<file path="src/rtl/apb_master.sv">
// APB requester bridge: one command per SETUP/ACCESS transfer, with a one-cycle
// response pulse and a wait-state timeout guard against a hung completer.
module apb_master #(
  parameter int datawidth    = 32,
  parameter int addresswidth = 8,
  parameter int TIMEOUT      = 16
) (
  input  logic                    clk,
  input  logic                    rst,
  input  logic                    cmd_valid,
  output logic                    cmd_ready,
  input  logic                    cmd_write,
  input  logic [addresswidth-1:0] cmd_addr,
  input  logic [datawidth-1:0]    cmd_wdata,
  output logic                    rsp_valid,
  output logic [datawidth-1:0]    rsp_rdata,
  output logic                    rsp_err,
  output logic [addresswidth-1:0] paddr,
  output logic [datawidth-1:0]    pwdata,
  output logic                    pwrite,
  output logic                    psel,
  output logic                    penable,
  input  logic [datawidth-1:0]    prdata,
  input  logic                    pready,
  input  logic                    pslverr
);

  localparam logic [1:0] IDLE   = 2'd0;
  localparam logic [1:0] SETUP  = 2'd1;
  localparam logic [1:0] ACCESS = 2'd2;

  localparam int CW = (TIMEOUT < 1) ? 1 : $clog2(TIMEOUT + 1);

  logic [1:0]              r_state;
  logic [CW-1:0]           r_wait;
  logic [addresswidth-1:0] r_paddr;
  logic [datawidth-1:0]    r_pwdata;
  logic                    r_pwrite;
  logic                    r_psel;
  logic                    r_penable;
  logic                    r_rsp_valid;
  logic [datawidth-1:0]    r_rsp_rdata;
  logic                    r_rsp_err;
  logic                    w_timeout;

  // Abort only while pready is low; a late pready on the limit cycle still wins.
  assign w_timeout = (TIMEOUT != 0) && (r_wait == CW'(TIMEOUT));

  always_ff @(posedge clk) begin
    if (!rst) begin
      r_state     <= IDLE;
      r_wait      <= '0;
      r_paddr     <= '0;
      r_pwdata    <= '0;
      r_pwrite    <= 1'b0;
      r_psel      <= 1'b0;
      r_penable   <= 1'b0;
      r_rsp_valid <= 1'b0;
      r_rsp_rdata <= '0;
      r_rsp_err   <= 1'b0;
    end else begin
      r_rsp_valid <= 1'b0;
      case (r_state)
        IDLE: begin
          if (cmd_valid) begin
            r_paddr  <= cmd_addr;
            r_pwdata <= cmd_write ? cmd_wdata : '0;
            r_pwrite <= cmd_write;
            r_psel   <= 1'b1;
            r_wait   <= '0;
            r_state  <= SETUP;
          end
        end
        SETUP: begin
          r_penable <= 1'b1;
          r_state   <= ACCESS;
        end
        ACCESS: begin
          if (pready) begin
            r_rsp_valid <= 1'b1;
            r_rsp_rdata <= r_pwrite ? '0 : prdata;
            r_rsp_err   <= pslverr;
            r_psel      <= 1'b0;
            r_penable   <= 1'b0;
            r_state     <= IDLE;
          end else if (w_timeout) begin
            r_rsp_valid <= 1'b1;
            r_rsp_rdata <= '0;
            r_rsp_err   <= 1'b1;
            r_psel      <= 1'b0;
            r_penable   <= 1'b0;
            r_state     <= IDLE;
          end else begin
            r_wait <= r_wait + CW'(1);
          end
        end
        default: begin
          r_psel    <= 1'b0;
          r_penable <= 1'b0;
          r_state   <= IDLE;
        end
      endcase
    end
  end

  assign cmd_ready = (r_state == IDLE) && rst;
  assign paddr     = r_paddr;
  assign pwdata    = r_pwdata;
  assign pwrite    = r_pwrite;
  assign psel      = r_psel;
  assign penable   = r_penable;
  assign rsp_valid = r_rsp_valid;
  assign rsp_rdata = r_rsp_rdata;
  assign rsp_err   = r_rsp_err;

endmodule

</file>
<file path="config.mk">
export PLATFORM = sky130hd
export DESIGN_NAME = apb_master
export DESIGN_NICKNAME = d
export VERILOG_FILES = /design/src/rtl/apb_master.sv
export SDC_FILE = /design/constraint.sdc
export NUM_CORES = 1
export LEC_CHECK = 0
export CAP_MARGIN = 20
export CORE_ASPECT_RATIO = 1.5
export CORE_UTILIZATION = 42
export CTS_CLUSTER_DIAMETER = 80
export DETAILED_ROUTE_END_ITERATION = 16
export GPL_TIMING_DRIVEN = 0
export PLACE_DENSITY_LB_ADDON = 0.25
export RECOVER_POWER = 25
export SLEW_MARGIN = 20
export SYNTH_ARGS = -nofsm -noshare
export SYNTH_HDL_FRONTEND = slang
export SYNTH_SLANG_ARGS = --single-unit
</file>
<file path="constraint.sdc">
create_clock -name clk -period 2.45 [get_ports clk]
set_input_delay 0.49 -clock clk [delete_from_list [all_inputs] [get_ports clk]]
set_output_delay 0.49 -clock clk [all_outputs]
set_load 0.005 [all_outputs]
</file>
-- After elaboration in Yosys (flattened, before gate mapping)
Cells that the tools add are included.
- bits in registers: 84
- bits in latches: 0
- memory bits (writable): 0
- ROM bits: 0
- input bits: 78
- output and inout port bits: 78
- word-level logic and storage cells: 52
- memories kept: 0
- $add $sub $neg: 1
- multipliers: 0
- divide/modulo/power cells: 0
- magnitude comparators: 0
- equality and inequality tests: 7
- shift-type cells: 0
- mux-type cells: 21
- bitwise operators: 2
- reduce and logical (&&, ||, !) cells: 11
- operators by type and width (operator ; count):
    32-bit two-way mux ; 4
    5-bit two-way mux ; 3
    5-bit case mux with 2 select lines ; 1
    2-bit AND reduction ; 5
    1-bit two-way mux ; 7
    2-bit two-way mux ; 3
    2-bit != test (second input constant) ; 3
    1-bit case mux with 3 select lines ; 2
    2-bit case mux with 3 select lines ; 1
    5-bit by 1-bit adder with 5-bit output (second input constant) ; 1
    5-bit == test (second input constant) ; 1
    4-bit AND reduction ; 1
    2-bit nonzero test ; 2
    3-bit != test (second input constant) ; 1
    3-bit AND reduction ; 1
    2-bit by 1-bit == test with 1-bit output (second input constant) ; 1
    2-bit == test (second input constant) ; 1
    2-bit zero test ; 1
    1-bit inverter ; 2
    1-bit logical AND ; 1

-- Longest topological paths before layout
Gate-level depths: netlist (run 1).
- depth after elaboration: 4
- depth in mapped cells: 7
- mapped depth without buffers: 6

-- Least setup slack after synthesis (run 1)
OpenSTA, ideal clock, no wires.
- path kind: input to output
- start: input port rst
- end: output port cmd_ready
- data arrival time: 1.252 ns
- data required time: 1.960 ns
- path slack: 0.708 ns
- cell stages on the path: 3
- buffers on the path: 2
- cell sequence: clkbuf_1 -> clkbuf_1 -> nor3b_1
- cells in the longest elaborated chain, start to end: 1
- ends and longest elaborated chain (item ; line ; text):
    from (decl) ; 9 ; input logic rst,
    1-bit logical AND ; 106 ; assign cmd_ready = (r_state == IDLE) && rst;
    to (decl) ; 11 ; output logic cmd_ready,
No other way between the ends.

-- Final worst setup path (run 1)
Ends and elaborated chain as after synthesis.

==> summary.txt, run 1 <==
Global route
  – GRT overflow: 0
  – GRT Total Usage: a little over a fifth
  – Largest net degree at the start of global routing: 13
  – First-pass GRT wire length: ~15000 um
  – Initial antenna violation count: 0
  – Vias in the first global route: approximately 3300

Worst setup path
  – Crit-path max FO: 19
  – Startpoint type of the worst setup path: primary input
  – CP Cell Sequence: clkbuf_2 -> nor3b_1 -> clkdlybuf4s50_1
  – Slowest Stage Delay on Critical Path: ~560 ps
  – Kind of critical path: primary input to output port
  – CP Data Required Time: 1960 ps
  – Worst Setup End Kind: output port
  – CP max stage cell: clkdlybuf4s50_1
  – Critical path arrival: 1610 ps

Flow run
  – # Max-Cap Violations: 0

Floorplanning
  – I/O pins: about 160
  – Horiz. Die Dim: around 77 um
  – # rows: 40
  – Die Ht: about 110 um
  – Die ar.: approximately 8700 um^2
  – Initial Utilization: about 43%
  – Core Region: about 8100 um^2

Power
  – Final Power: between 3 and 4 mW
  – Cell Pwr Density: 584 nW/um^2
  – P_leak: slightly below 2 nW
  – Sequential share of power: between 40% and 50%
  – Max rail drop VDD: around 0.44 mV
  – Internal power: 2.47 mW
  – Sw Share: ~22%
  – Logic pwr share: a little over an eighth
  – Sw Pwr: approximately 0.70 mW
  – Clk pwr share: between 40% and 50%

Clock tree
  – Sink Count: 84
  – TritonCTS clock tree: built
  – CTS clock-pin slew for the worst setup and hold paths: approximately 50 ps
  – # H-tree levels: 3
  – Num CTS Buffers: 9
  – Worst skew pair latency: 330 ps
  – Clk buf depth: 2
  – Number of hold buffers added after cts: 0
  – Root buf cell: clkbuf_16

Cells and area
  – Diodes inserted: 0
  – Final instance area: 5430 um^2
  – Final std cells w/o fill: 656
  – Final Core Density: 67.4%
  – Area growth syn-to-layout: 55.0%
  – Final net count: ~630
  – Proportion of layout cells with a drive suffix above 1: 7.08%
  – Fill count: about 650

Run status
  – Status: completed

Timing
  – Final slew viol count: 0
  – Crit share post-route: a little under nine tenths
  – Fin. Hold Viols: 0
  – Hold_ws: between 400 and 500 ps
  – Period minus WS final: between 2000 and 2500 ps
  – Setup TNS: 0 ps
  – Clk_skew: a little over 7 ps
  – Peak Freq: between 0.4 and 0.5 GHz
  – Fin worst setup slack: between 300 and 400 ps
  – Slew HR: 54.9%
  – RSZ-0062 raised after global routing: no
  – Setup violations, final: 0
  – Worst slew pin tran: roughly 680 ps

Yosys
  – Sequential fraction of the synthesis area: 48.0%
  – YS warnings: 0
  – Syn Inst Count: 384
  – Cell taking the most area after synthesis: dfxtp_1
  – EDFF count, synth: 0
  – Netlist Area Pre-Place: between 3000 and 4000 um^2
  – Syn_nets: approximately 460
  – Top_reg_cell synth: dfxtp_1
  – Distinct cells, synth: 32
  – Synth area leaders: dfxtp_1 (48%), nand3_1 (9.6%), a21boi_0 (8.4%)
  – Post-Syn Area per Cell: 9.12 um^2
  – Synth top area share: around half
  – Top-count cell post-synth: dfxtp_1
  – Most frequent cells after synthesis: dfxtp_1 (84), nand3_1 (67), nand2_1 (52)
  – Post-synth ARST share: 0%
  – Flops & latches, synth: 84

Place
  – Hpwl dp: 6760 um
  – Area after DPL: about 5200 um^2
  – IO Port Bufs: 153
  – Worst Setup Slack post-DPL: -222 ps
  – Placed Cells: approximately 640
  – RePlAce Congestion: around 0.75

Hold path
  – Worst Hold Class: flop to flop

Detailed routing
  – Drt pass-1 iters: 4
  – WL per Instance: 13.9 um
  – Post-route DRC: 0
  – DRT Wirelength: ~9000 um
  – Iter 0 DRT Violations: around 150
  – DRT antenna net count: 0
  – Via/cell ratio: a little over 5
  – Vias: between 3000 and 4000
## kinds of logic (layout without fill, tap and decap cells)
kind of cell               after synthesis  after routing  synth area share (%)
and+or+nand+nor                        169            169                  25.8
xor gates and xnor gates                 3              3                 0.751
DFF                                     84             84                  48.0
AOI/OAI and AO/OA                       84             84                  18.4
adders and majority gates                2              2                 0.715
buffers and inverters                   40            207                  5.68
muxes                                    2              2                 0.572
## cell usage in the layout, fill, tap and decap left out, types with 9 or more instances in the layout
| master | n |
|---|---|
| clkdlybuf4s50_1 | 122 |
| dlygate4sd3_1 | 31 |
| nand3b_1 | 32 |
| a21boi_1 | 36 |
| clkbuf_1 | 17 |
| dfxtp_1 | 84 |
| clkbuf_16 | 9 |
| nand2_1 | 52 |
| a21boi_0 | 39 |
| buf_2 | 14 |
| nand3_1 | 67 |
## area by class of cell
type / instances / area, um^2 / area share, %
sequential: 84 / 1680 / 31.0
multi-input combinational: 260 / 1600 / 29.5
timing repair buffer: 153 / 1530 / 28.2
clock buffer: 14 / 284 / 5.23
buffer: 36 / 180 / 3.32
tap: 105 / 131 / 2.42
inverter: 3 / 11.3 / 0.207
clock inverter: 1 / 5.00 / 0.0922
## metal layers
metal	track usage, %	wire, um	vias to the layer above
li1	-	-	1650
met1	24.0	3860	1551
met2	39.9	4650	104
met3	4.80	510	9
met4	10.3	125	0
met5	0	0	-
## state kept, by name, indices dropped and copies added, names as in the netlist
signal / cells
pwrite: 1
paddr: 8
penable: 1
rsp_valid: 1
r_wait: 5
psel: 1
rsp_err: 1
r_state: 2
rsp_rdata: 32
pwdata: 32
## power groups by stage
stage,registers (mW),clock network [mW],logic [mW]
floorplan,1.47,0,0.182
global route,1.45,1.38,0.476
CTS,1.44,1.32,0.453
detailed placement,1.47,0,0.449
finish,1.44,1.30,0.434
global placement,1.47,0,0.442
## what timing repair did
item	CTS	global route
endpoints found under the setup margin	1	1
gates resized for setup	1	0
setup buffers	0	0
## worst paths after layout
path / start / end / slack (ps) / depth (start not counted)
min: pwdata[2] / pwdata[2] / 450 / 2
max reg2reg: r_wait[0] / r_wait[2] / 550 / 6
min reg2reg: pwdata[2] / pwdata[2] / 450 / 2
max: rst / cmd_ready / 350 / 3
## critical path: cells and delay by family
| family | cells | cell delay (ps) |
|---|---|---|
| buf+inv | 2 | 890 |
| simple gates | 1 | 230 |
(Power assumes the default switching activity.)
==> inputs of run 2 (changes only) <==
--- a/config.mk
+++ b/config.mk
@@ -7,7 +7,7 @@
 export LEC_CHECK = 0
 export CAP_MARGIN = 20
 export CORE_ASPECT_RATIO = 1.5
-export CORE_UTILIZATION = 42
+export CORE_UTILIZATION = 45
 export CTS_CLUSTER_DIAMETER = 80
 export DETAILED_ROUTE_END_ITERATION = 16
 export GPL_TIMING_DRIVEN = 0
==> summary.txt, run 2 (synthesized netlist as in run 1, its figures left out) <==
Timing
  – RSZ-0062 raised after global routing: no
  – Peak Freq: 0.473 GHz
  – Setup violations, final: 0
  – Final slew viol count: 0
  – Crit share post-route: a little under nine tenths
  – Worst slew pin tran: 497 ps
  – Period minus WS final: around 2100 ps
  – Hold_ws: about 450 ps
  – Slew HR: approximately 67%
  – Clk_skew: 7.53 ps
  – Fin. Hold Viols: 0
  – Fin worst setup slack: 336 ps
  – Setup TNS: 0 ps

Flow run
  – # Max-Cap Violations: 0

Worst setup path
  – Worst R2R End: pwdata[0]
  – Reg2Reg Setup Slack: around 710 ps
  – Crit path buf inv count: 2
  – R2R depth: 6
  – Worst Setup End Kind: output port
  – Worst R2R Start: r_state[0]
  – Crit-path max FO: 19
  – CP max stage cell: clkdlybuf4s50_1
  – Slowest Stage Delay on Critical Path: roughly 550 ps
  – CP top delay family: buffers and inverters
  – Critical path arrival: roughly 1600 ps
  – CP Data Required Time: roughly 2000 ps
  – CP Cell Sequence: clkbuf_2 -> nor3b_1 -> clkdlybuf4s50_1
  – Startpoint type of the worst setup path: primary input
  – Kind of critical path: primary input to output port

Hold path
  – Worst Hold Class: flop to flop
  – Hold Crit Endpoint: pwdata[2]
  – Hold Path Depth: 2
  – Worst Hold Launch: pwdata[2]

Cells and area
  – Fill count: 566
  – Proportion of layout cells with a drive suffix above 1: under 10%
  – Final std cells w/o fill: between 600 and 700
  – Final Core Density: about 72%
  – Footprint of the multi-input gates: between 1500 and 2000 um^2
  – Sequential cell area: 1680 um^2
  – Final instance area: 5480 um^2
  – Most frequent cells in the layout: clkdlybuf4s50_1 (124), dfxtp_1 (84), nand3_1 (67)
  – Commonest non-fill, non-tap cell in the layout: clkdlybuf4s50_1
  – Diodes inserted: 0
  – Final net count: ~630
  – Area growth syn-to-layout: 56.5%

Detailed routing
  – Post-route DRC: 0
  – Via/cell ratio: between 5 and 6
  – Vias: between 3000 and 4000
  – Drt pass-1 iters: 5
  – DRT Wirelength: between 9000 and 10000 um
  – WL per Instance: between 10 and 15 um
  – DRT antenna net count: 0
  – Iter 0 DRT Violations: around 130

Clock tree
  – # H-tree levels: 3
  – Root buf cell: clkbuf_16
  – Number of hold buffers added after cts: 0
  – Sink Count: 84
  – # resized after CTS: 1
  – Num CTS Buffers: 9
  – CTS clock-pin slew for the worst setup and hold paths: around 60 ps
  – Worst skew pair latency: ~340 ps
  – Setup Fix Bufs, Post-CTS: 0
  – Clk buf depth: 2
  – TritonCTS clock tree: built

Power
  – P_leak: 1.99 nW
  – Final Power: between 3 and 4 mW
  – Max rail drop VDD: 0.503 mV
  – Cell Pwr Density: around 600 nW/um^2

Global route
  – Largest net degree at the start of global routing: 14
  – First-pass GRT wire length: about 15000 um
  – GRT Total Usage: 23.5%
  – Initial antenna violation count: 0
  – Vias in the first global route: between 3000 and 4000
  – GRT overflow: 0

Floorplanning
  – Horiz. Die Dim: ~74 um
  – Core Region: 7560 um^2
  – # rows: 39
  – Die ar.: between 8000 and 9000 um^2
  – I/O pins: ~160
  – Initial Utilization: about 46%
  – Die Ht: 110 um

Place
  – Placed Cells: 639
  – IO Port Bufs: between 150 and 200
  – Hpwl dp: 6890 um
  – Worst Setup Slack post-DPL: -177 ps
  – Area after DPL: roughly 5200 um^2
  – RePlAce Congestion: ~0.76

Run status
  – Status: completed
run 2: area by class of cell:
| cell class | count | area share [%] |
|---|---|---|
| clock inverters | 5 | 1.83 |
| inverters | 3 | 0.205 |
| well taps | 102 | 2.33 |
| plain buffers | 36 | 3.20 |
| repair buffers | 153 | 27.9 |
| flip-flops and latches | 84 | 30.7 |
| clock buffers | 11 | 4.25 |
| multi-input cells | 260 | 29.6 |
run 2: how the worst max path moves through the flow:
| stage | cells past startpoint | endpoint | from |
|---|---|---|---|
| after CTS | 4 | cmd_ready | rst |
| after floorplan | 3 | cmd_ready | rst |
| final | 3 | cmd_ready | rst |
| after global routing | 3 | cmd_ready | rst |
| after detailed placement | 4 | cmd_ready | rst |
| after global placement | 4 | cmd_ready | rst |
run 2: worst reg2reg max path, stage by stage (launching register included):
cell and delay [ps]:
dfxtp_1 300, buf_4 190, or3b_1 130, clkbuf_1 360
clkbuf_1 410, nand2_1 100, a21boi_0 160
run 2: power breakdown:
| group | internal [mW] | total (mW) | switching (mW) |
|---|---|---|---|
| logic | 0.263 | 0.439 | 0.176 |
| registers | 1.42 | 1.44 | 0.0258 |
| clock network | 0.993 | 1.51 | 0.516 |
run 2: per-layer routing:
layer	global-route usage (%)	wire length, um
met1	23.9	3680
met4	8.38	115
met3	7.73	656
met5	0	0
met2	43.6	4860
